**src/rtl/cpu_sequencer.sv**
```systemverilog
// ---------------------------------------------------------------------------
// cpu_sequencer
//
// Control sequencer for a tiny 4-bit-instruction CPU. Every instruction takes
// two cycles: FETCH latches the ROM word addressed by the program counter into
// an instruction register, and EXEC decodes it, drives the datapath controls
// and updates the program counter and the carry flag. A HALT instruction parks
// the sequencer until start restarts execution from address 0.
//
// Instruction word: [3:2] opcode, [1:0] argument
//   00 LOAD : register <- external data                 pc <= pc+1
//   01 ALU  : register <- ALU(arg), carry_flag <- carry pc <= pc+1
//   10 JC   : if carry_flag, pc <= {arg,0}, else         pc <= pc+1
//   11 arg=00 HALT (pc held), any other arg NOP          pc <= pc+1
//
// Ports
//   clk        : clock, all state changes on the rising edge
//   rstn       : synchronous active-low reset
//   start      : begin execution from IDLE or HALT (ignored while busy)
//   rom_data   : instruction word from a combinational ROM at rom_addr
//   carry_in   : ALU carry-out for the current operands
//   rom_addr   : ROM address, always equal to pc_out
//   pc_out     : current program counter
//   mux_sel    : register input select, 0 = external data, 1 = ALU result
//   reg_load   : register load enable, one-cycle pulse in EXEC
//   alu_op     : ALU operation code
//   carry_flag : latched carry
//   busy       : high in FETCH and EXEC
//   halted     : high only in HALT
//   instr_done : one-cycle pulse in the EXEC cycle of every instruction
// ---------------------------------------------------------------------------
module cpu_sequencer #(
    parameter int PC_W = 3
) (
    input  logic            clk,
    input  logic            rstn,
    input  logic            start,
    input  logic [3:0]      rom_data,
    input  logic            carry_in,
    output logic [PC_W-1:0] rom_addr,
    output logic [PC_W-1:0] pc_out,
    output logic            mux_sel,
    output logic            reg_load,
    output logic [1:0]      alu_op,
    output logic            carry_flag,
    output logic            busy,
    output logic            halted,
    output logic            instr_done
);

    typedef enum logic [1:0] {
        ST_IDLE  = 2'b00,
        ST_FETCH = 2'b01,
        ST_EXEC  = 2'b10,
        ST_HALT  = 2'b11
    } state_t;

    localparam logic [1:0] OP_LOAD = 2'b00;
    localparam logic [1:0] OP_ALU  = 2'b01;
    localparam logic [1:0] OP_JC   = 2'b10;
    localparam logic [1:0] OP_MISC = 2'b11;

    state_t          state_reg, state_next;
    logic [PC_W-1:0] pc_reg, pc_next;
    logic [3:0]      ir_reg, ir_next;
    logic            carry_reg, carry_next;

    logic [1:0]      opcode;
    logic [1:0]      arg;
    logic [PC_W-1:0] pc_inc;
    logic [PC_W-1:0] jc_target;

    assign opcode = ir_reg[3:2];
    assign arg    = ir_reg[1:0];

    // Both the increment and the jump target live in PC_W bits, so they wrap
    // modulo 2^PC_W without any extra logic.
    assign pc_inc    = pc_reg + PC_W'(1);
    assign jc_target = PC_W'({arg, 1'b0});

    assign pc_out     = pc_reg;
    assign rom_addr   = pc_reg;
    assign carry_flag = carry_reg;

    // Reset wins over everything, including an EXEC update in the same cycle.
    always_ff @(posedge clk) begin
        if (!rstn) begin
            state_reg <= ST_IDLE;
            pc_reg    <= '0;
            ir_reg    <= '0;
            carry_reg <= 1'b0;
        end else begin
            state_reg <= state_next;
            pc_reg    <= pc_next;
            ir_reg    <= ir_next;
            carry_reg <= carry_next;
        end
    end

    // Next-state logic and datapath controls. The controls depend only on the
    // current state and ir, so the reg_load of an EXEC cycle stays visible
    // even if reset is asserted in that same cycle.
    always_comb begin
        state_next = state_reg;
        pc_next    = pc_reg;
        ir_next    = ir_reg;
        carry_next = carry_reg;
        mux_sel    = 1'b0;
        reg_load   = 1'b0;
        alu_op     = 2'b00;
        busy       = 1'b0;
        halted     = 1'b0;
        instr_done = 1'b0;

        case (state_reg)
            ST_IDLE: begin
                // Leaving IDLE keeps whatever pc holds.
                if (start) begin
                    state_next = ST_FETCH;
                end
            end

            ST_FETCH: begin
                busy       = 1'b1;
                ir_next    = rom_data;
                state_next = ST_EXEC;
            end

            ST_EXEC: begin
                busy       = 1'b1;
                instr_done = 1'b1;
                state_next = ST_FETCH;
                case (opcode)
                    OP_LOAD: begin
                        reg_load = 1'b1;
                        pc_next  = pc_inc;
                    end
                    OP_ALU: begin
                        mux_sel    = 1'b1;
                        alu_op     = arg;
                        reg_load   = 1'b1;
                        carry_next = carry_in;
                        pc_next    = pc_inc;
                    end
                    OP_JC: begin
                        pc_next = carry_reg ? jc_target : pc_inc;
                    end
                    OP_MISC: begin
                        if (arg == 2'b00) begin
                            state_next = ST_HALT;
                        end else begin
                            pc_next = pc_inc;
                        end
                    end
                    default: begin
                        pc_next = pc_inc;
                    end
                endcase
            end

            ST_HALT: begin
                halted = 1'b1;
                // Restart always begins a fresh program from address 0.
                if (start) begin
                    state_next = ST_FETCH;
                    pc_next    = '0;
                    carry_next = 1'b0;
                end
            end

            default: begin
                state_next = ST_IDLE;
            end
        endcase
    end

endmodule

```
**config.mk**
```make
export PLATFORM = sky130hd
export DESIGN_NAME = cpu_sequencer
export DESIGN_NICKNAME = d
export VERILOG_FILES = /design/src/rtl/cpu_sequencer.sv
export SDC_FILE = /design/constraint.sdc
export NUM_CORES = 1
export LEC_CHECK = 0
export CAP_MARGIN = 20
export CORE_MARGIN = 8
export CORE_UTILIZATION = 40
export DETAILED_ROUTE_END_ITERATION = 8
export PLACE_DENSITY = 0.7
export SLEW_MARGIN = 15
export SYNTH_ARGS = -nofsm -noshare
export SYNTH_HDL_FRONTEND = slang
export SYNTH_SLANG_ARGS = --single-unit
```
**constraint.sdc**
```tcl
create_clock -name clk -period 1.65 [get_ports clk]
set_clock_uncertainty 0.2 [all_clocks]
set_input_delay 0.165 -clock clk [delete_from_list [all_inputs] [get_ports clk]]
set_output_delay 0.165 -clock clk [all_outputs]
set_load 0.02 [all_outputs]
```
==> results by stage, run 1 <==
Outcome:
- The flow ran to the end, and the final reports show no timing, DRC or antenna violations.

Detailed routing:
- The detailed-route wire length per cell is 13.70 um.
- After detailed routing, the number of vias per cell comes to 5.109.
- The post-route antenna net violation count is 0.
- The number of design-rule violations left by the first detailed-router iteration is 5.
- The first detailed-routing pass took 4 iterations.
- Detailed routing inserted a total of roughly 560 vias.
- After detailed routing, the total wire length is roughly 1500 um.
- For this run, design rule violations remaining after detail routing come to 0.

Setup path:
- The worst setup path is captured at an output pin.
- In this run the worst setup path terminates at alu_op[0].
- The critical path is of the reg -> out type.
- Across all register-to-register paths, the minimum setup slack is approximately 0.090 ns.
- Measured in cells, the most critical reg-to-reg path has a length of 6.
- In this run the worst path has a maximum fanout of 4.
- Data on the critical path is required at its endpoint by 1.28 ns.
- At the worst endpoint, the arrival time is 1.22 ns.
- The beginning of the worst register-to-register path is state_reg[1]$_SDFFE_PN0P_.
- The worst setup path is launched from a register.
- The launching instance or port of the critical path is state_reg[0]$_SDFFE_PN0P_.
- The terminus of the critical flop-to-flop path is carry_flag$_SDFFE_PN0P_.

CTS:
- The post-CTS setup buffer count is 0.
- TritonCTS built the clock tree.
- The root buffer cell is sky130_fd_sc_hd__clkbuf_4.
- The number of levels the H-tree was split into is 1.
- Counting along the longest clock path gives a buffer depth of 2.
- The number of sinks on the clock net is 10.
- The clock insertion delay at the later pin of the skew report is 0.28 ns.
- Counting the buffers created by CTS gives 3.
- The post-CTS clock slew at the launch and capture registers of the worst setup and hold paths is 0.07 ns.
- For this design, the CTS-stage hold fixing added 0 buffers.

Synthesis:
- The summed instance area of the synthesized netlist is 605.6 sq um.
- The Yosys warning count is 0.
- Sequential cells were found to cover 33.06% of the synthesized design area.
- The post-synth net total is 76.
- The synthesized netlist contains 27 unique library cells.
- After synthesis, the largest area contributor takes up 33.06% of total cell area.
- Summed over all instances, the cell type with the most area after synthesis is sky130_fd_sc_hd__dfxtp_1.
- The number of synthesized register bits is 10.
- The average cell area after synthesis is between 9 and 10 sq um.
- Yosys attributes the largest share of cell area to sky130_fd_sc_hd__dfxtp_1, sky130_fd_sc_hd__mux2i_1, sky130_fd_sc_hd__ha_1.
- The number of cells produced by synthesis is 64.

Layout:
- The library cells used most frequently in the layout, excluding fill and tap cells, are sky130_fd_sc_hd__buf_4, sky130_fd_sc_hd__dfxtp_1, sky130_fd_sc_hd__mux2i_1, sky130_fd_sc_hd__clkdlybuf4s50_1, sky130_fd_sc_hd__dlygate4sd2_1.
- The register with the most flip-flops in the layout has 4 of them.
- From synthesis to final layout, the design area changed by 53.31%.
- The share of the core filled with cells is 63.86%.
- The most frequent standard cell in the layout excluding fill and tap cells is sky130_fd_sc_hd__buf_4.
- The fraction of layout cells with a size suffix above 1 is between 30% and 40%.
- The number of antenna diodes in the final layout is 0.
- The number of nets in the layout is 107.

Floorplanning:
- The total number of placement rows is 14.
- The number of top-level pins is 22.
- The die footprint is roughly 0.0030 sq mm.
- The effective utilization at floorplan is between 40% and 50%.
- From bottom edge to top edge, the die measures 54.91 um.
- The die is 54.91 um wide.
- After floorplanning, the core was sized to cover 0.001454 sq mm.

Timing:
- Setup repair after global routing could not meet its margin everywhere.
- The least setup slack across all paths after layout is 0.06144 ns.
- The number of pins exceeding their max-slew limit in the final report was 0.
- The final-report hold violation count is 0.
- After layout, the worst path uses 96.28% of the clock period.
- Headroom to the max-slew limit came out at 80.81%.
- The final count of negative-setup-slack endpoints is 0.
- At the pin with the least slew margin, the transition time is 0.2878 ns.
- Derived from the worst setup path, the maximum achievable clock frequency is 629.5 MHz.
- The worst path in the final design needs a cycle of ~1.6 ns, including I/O delays and setup.

Global routing:
- Global routing used 10.72% of the available tracks.
- After global routing, the most crowded layer is met2.
- Global routing used 12.17% of the available met1 tracks.
- Global routing consumed, on the met2 layer, 16.79% of the routing resources.
- The first global-routing pass estimated about 2300 um of wire.
- The number of global-route vias before repair is 533.
- The met3 usage in global routing is 6.684%.
- Entering global routing, the biggest net connects 8 pins.
- After global routing the overflow that remains totals 0.
- The initial antenna violation count is 0.

Placed design:
- Input and output buffers added on the ports amount to 21.
- The congestion estimate from routability-driven global placement came to 0.7615.
- Timing analysis after detailed placement gives a worst setup slack of -0.1606 ns.
- After legalization and detailed placement, the total HPWL measured about 1100 um.

Hold path:
- The min-delay analysis places its worst path in the category reg -> reg.

Power and ir drop:
- For this design the ratio of total power to cell area is 1383 mW/mm^2.
- For this design the static power due to leakage is 0.4506 nW.
- Total power for the finished layout comes to 1.284 mW.
- The peak supply drop is 0.9218 mV.

Job:
- The number of max-cap violations is 0.
## critical path, stage by stage, from the launching register on
cell                      delay (ns)
sky130_fd_sc_hd__dfxtp_2        0.33
sky130_fd_sc_hd__inv_2          0.04
sky130_fd_sc_hd__ha_4           0.14
sky130_fd_sc_hd__nor2b_4        0.12
sky130_fd_sc_hd__and3_1         0.18
sky130_fd_sc_hd__buf_6          0.13
## layout make-up
cell class | instances | area (sq um)
well taps | 16 | 20.02
multi-input cells | 45 | 390.4
fillers | 131 | 525.5
inverters | 4 | 15.01
flip-flops and latches | 10 | 202.7
clock buffers | 4 | 36.28
repair buffers | 31 | 264.0
## through the flow
| step | TNS, ns | area, sq um | instances | hold WS (ns) |
|---|---|---|---|---|
| final | 0 | 928.4 | 110 | 0.3033 |
| after global routing | -0.02593 | 928.4 | 110 | 0.3189 |
| after CTS | -0.02617 | 899.6 | 110 | 0.2969 |
| after detailed placement | -0.4411 | 883.3 | 106 | 0.3043 |
| after global placement | -0.4062 | 883.3 | 106 | 0.2947 |
| after floorplan | 0 | 615.6 | 64 | 0.08251 |
## cells in the mapped netlist
master                      count
sky130_fd_sc_hd__nand2_1        2
sky130_fd_sc_hd__nor2b_1        6
sky130_fd_sc_hd__buf_6          1
sky130_fd_sc_hd__clkbuf_1       1
sky130_fd_sc_hd__o211a_1        1
sky130_fd_sc_hd__nor2_1         3
sky130_fd_sc_hd__and3_1         2
sky130_fd_sc_hd__a21boi_0       1
sky130_fd_sc_hd__or2_2          1
sky130_fd_sc_hd__ha_1           4
sky130_fd_sc_hd__mux2i_1        7
sky130_fd_sc_hd__and3b_1        1
sky130_fd_sc_hd__nand4b_1       1
sky130_fd_sc_hd__nand2b_1       2
sky130_fd_sc_hd__o2bb2ai_1      2
sky130_fd_sc_hd__nor4_1         1
sky130_fd_sc_hd__and3_2         1
sky130_fd_sc_hd__nor3b_2        1
sky130_fd_sc_hd__buf_4          3
sky130_fd_sc_hd__o21a_1         1
sky130_fd_sc_hd__nand4bb_1      1
sky130_fd_sc_hd__o32ai_1        1
sky130_fd_sc_hd__and4bb_2       1
sky130_fd_sc_hd__and2_1         1
sky130_fd_sc_hd__a21oi_1        4
sky130_fd_sc_hd__dfxtp_1       10
sky130_fd_sc_hd__inv_1          4
## logic make-up (layout without fill, tap and decap cells)
| group | after synthesis | after routing | synth area share [%] |
|---|---|---|---|
| buffers and inverters | 9 | 39 | 8.676 |
| and+or+nand+nor | 24 | 24 | 26.66 |
| DFF | 10 | 10 | 33.06 |
| adders and majority gates | 4 | 4 | 8.265 |
| AOI/OAI and AO/OA | 10 | 10 | 11.78 |
| muxes | 7 | 7 | 11.57 |
## what timing repair did
action / 4_1_cts / 5_1_grt
resized for setup: 28 / 16
endpoints found under the setup margin: 13 / 12
pin swaps: 0 / 1
## metal layers
layer	routed length [um]	vias to the layer above
li1	-	284
met1	652	261
met2	722	15
met3	123	2
met4	9	0
met5	0	-
## report_power, final
group | switching [mW] | internal, mW
Sequential | 0.0542 | 0.302
Combinational | 0.344 | 0.354
Clock | 0.0964 | 0.134
Total | 0.494 | 0.790
## worst min path at each step
stage | from | endpoint | cells after the start
after CTS | rom_data[1] | ir_reg[1]$_SDFFE_PN0N_ | 3
final | pc_out[1]$_SDFFE_PN0P_ | pc_out[1]$_SDFFE_PN0P_ | 1
after global placement | pc_out[1]$_SDFFE_PN0P_ | pc_out[1]$_SDFFE_PN0P_ | 1
after floorplan | rstn | pc_out[0]$_SDFFE_PN0P_ | 1
after detailed placement | pc_out[1]$_SDFFE_PN0P_ | pc_out[1]$_SDFFE_PN0P_ | 1
after global routing | rom_data[2] | ir_reg[2]$_SDFFE_PN0N_ | 3
Power figures use the tool's default switching activity.
==> run 2, diff against run 1 <==
Settings changed: CORE_ASPECT_RATIO from default to 1.1, SKIP_CTS_REPAIR_TIMING from default to 1.
==> run 2 against run 1 <==
Effect of this change: the run now ends with setup timing left; critical endpoint unchanged; wire length grew 5.8%; global-route usage shrank 0.44 points; sequential share of layout area shrank 1.5 points; count of clock-buffer cells in the layout is the same; non-clock buffer count grew 1; maximum frequency shrank 11%; largest power group unchanged; critical path depth grew 2; cell area grew 7.3%; register-to-register slack is essentially flat.
==> results by stage, run 2 (same netlist as run 1, synthesis figures left out) <==
Outcome:
- The flow ran to the end, but the final reports show violations.
- The final reports fail on setup timing.

Detailed routing:
- The number of vias after detailed routing is 568 (+1.1%).
- The wire length reported by the detailed router came to 1594 um (+5.8%).
- The total DRC errors in the routed layout is 0 (unchanged).
- The number of search-and-repair iterations in the first detailed-routing pass is 4 (unchanged).
- The detailed-route wire length per cell is 14.36 um (+4.8%).
- The post-route antenna net violation count was 0 (unchanged).
- The ratio of routed vias to standard cells came to 5.117 (+0.16%).
- The number of design-rule violations left by the first detailed-router iteration is 9 (+4).

Global routing:
- The global routing usage summed across all routing layers is 10.27% (-0.44 points).
- The maximum number of pins on one net before global-route repair is 8 (unchanged).
- The global-route wire length before repair was 2380 um (+1.8%).
- The initial antenna violation count is 0 (unchanged).
- The global route total overflow is 0 (unchanged).
- The number of global-route vias before repair was 552 (+3.6%).

CTS:
- The TritonCTS clock tree is yes.
- The post-CTS clock slew at the launch and capture registers of the worst setup and hold paths came to 0.07 ns (about the same).
- The clock insertion delay at the later pin of the skew report is 0.28 ns (about the same).
- The worst-case clock buffer depth is 2 (unchanged).
- In this run the clock root is driven by a sky130_fd_sc_hd__clkbuf_4.
- The number of levels the H-tree was split into was 1 (unchanged).
- The number of sinks on the clock net was 10 (unchanged).
- The CTS buffer count was 3 (unchanged).

Layout:
- The number of nets in the layout is 108 (+0.93%).
- The count of antenna diodes in the layout was 0 (unchanged).
- The most frequent standard cell in the layout excluding fill and tap cells is sky130_fd_sc_hd__dlymetal6s2s_1.
- Relative to the synthesized area, the layout overhead comes to 64.46%.
- The top cell types in the final layout, fill and taps aside, are sky130_fd_sc_hd__dlymetal6s2s_1, sky130_fd_sc_hd__buf_4, sky130_fd_sc_hd__dfxtp_1, sky130_fd_sc_hd__mux2i_1, sky130_fd_sc_hd__clkdlybuf4s50_1.
- The fraction of layout cells with a size suffix above 1 came to 34.74% (-0.37 points).
- The number of flip-flops in the largest register is 4 (unchanged).

Timing:
- The final count of negative-setup-slack endpoints is 2 (+2).
- The least setup slack across all paths after layout is -0.1300 ns (-0.1915 ns).
- The tightest slew margin relative to the limit came to 80.61% (-0.20 points).
- The time the final worst path needs with I/O delays and setup is 1.780 ns (+0.1915 ns).
- The final-report hold violation count is 0 (unchanged).
- The final sum of negative setup slack is -0.2386 ns (-0.2386 ns).
- The number of pins exceeding their max-slew limit in the final report is 0 (unchanged).
- The fraction of the cycle the final worst path needs is 107.9% (+12 points).
- The transition at the pin with the smallest max-transition slack is 0.2908 ns (+0.003028 ns).
- The highest clock rate is 561.8 MHz (-11%).
- Setup repair after global routing could not meet its margin everywhere.

Setup path:
- The data required time of the worst path came to 1.28 ns (about the same).
- The worst setup path is captured at an output pin.
- The biggest fanout along the worst timing path is 3 (-1).
- STA classifies the critical path startpoint as a register.
- The logic depth of the worst register-to-register path was 5 (-1).
- The type of the setup path with the least slack is reg -> out.
- The data arrival at the endpoint of the critical path is 1.42 ns (+0.20 ns).

Placed design:
- The detailed-placement wirelength estimate came to 1187 um (+4.4%).
- The count of buffers from port buffering is 21 (unchanged).
- The final RePlAce weighted congestion is 0.7614 (about the same).

Power and ir drop:
- The ratio of total power to cell area was 1370 mW/mm^2 (-0.91%).
- The total design power is 1.365 mW (+6.3%).
- The static leakage is 0.5821 nW (+29%).
- The peak supply drop was 0.7349 mV (-20%).

Job:
- The number of max-cap violations is 0 (unchanged).

Floorplanning:
- The total number of placement rows is 14 (unchanged).
- The die width was 53.10 um (-3.3%).
- The floorplan die height was 56.81 um (+3.5%).
- The number of top-level pins is 22 (unchanged).
- The floorplan core area is 0.001401 sq mm (-3.6%).
- The effective utilization at floorplan was 43.21% (+1.6 points).
- The die footprint is 0.003017 sq mm (about the same).

Hold path:
- The number of cells on the worst hold path is 3 (+2).
- In this run the worst hold path is classified as in -> reg.
run 2: cell count changes in the layout (fill, tap and decap cells not counted), sizes merged:
cell	previous run	this run
clkdlybuf4s15	1	0
dlygate4sd2	6	0
dlymetal6s2s	1	10
clkbuf	6	5
run 2: routing by layer:
metal / vias up / track usage (%) / share of wire (%)
met5: - / 0 / 0
met4: 0 / 5.415 / 1.4
met3: 2 / 2.895 / 5.0
met2: 15 / 16.61 / 48
met1: 268 / 11.56 / 46
li1: 283 / - / -
run 2: per-stage QoR:
stage	hold slack (ns)	util, %	instances	setup slack, ns	cell area, sq um
floorplan	0.08251	-	64	0.07983	615.6
global placement	0.2942	62.50	105	-0.1320	875.8
detailed placement	0.3007	62.50	105	-0.1612	875.8
CTS	0.3135	65.09	109	-0.4638	912.1
global route	0.3138	71.07	111	-0.1723	996.0
finish	0.3043	71.07	111	-0.1300	996.0
run 2: cell type report:
class | instances | area [sq um]
Multi-Input combinational cell | 45 | 404.1
Clock buffer | 4 | 36.28
Sequential cell | 10 | 202.7
Timing Repair Buffer | 32 | 317.8
Fill cell | 113 | 405.4
Tap cell | 16 | 20.02
Inverter | 4 | 15.01
run 2: worst paths after layout:
path,startpoint,end,slack [ns]
setup / recovery,state_reg[0]$_SDFFE_PN0P_,alu_op[0],-0.13
setup reg to reg,state_reg[1]$_SDFFE_PN0P_,pc_out[2]$_SDFFE_PN0P_,0.08
hold reg to reg,pc_out[2]$_SDFFE_PN0P_,pc_out[2]$_SDFFE_PN0P_,0.31
hold / removal,rom_data[1],ir_reg[1]$_SDFFE_PN0N_,0.30
run 2: critical path, stage by stage (launching register included):
cell	delay [ns]
sky130_fd_sc_hd__dfxtp_2	0.33
sky130_fd_sc_hd__inv_2	0.04
sky130_fd_sc_hd__ha_4	0.15
sky130_fd_sc_hd__nor2b_4	0.13
sky130_fd_sc_hd__buf_6	0.11
sky130_fd_sc_hd__buf_6	0.10
sky130_fd_sc_hd__and3_4	0.16
sky130_fd_sc_hd__buf_6	0.12
run 2: power by group:
part | leakage (nW) | internal (mW) | switching, mW
logic | 0.479 | 0.410 | 0.365
clock network | 0.0210 | 0.134 | 0.100
registers | 0.0824 | 0.302 | 0.0532
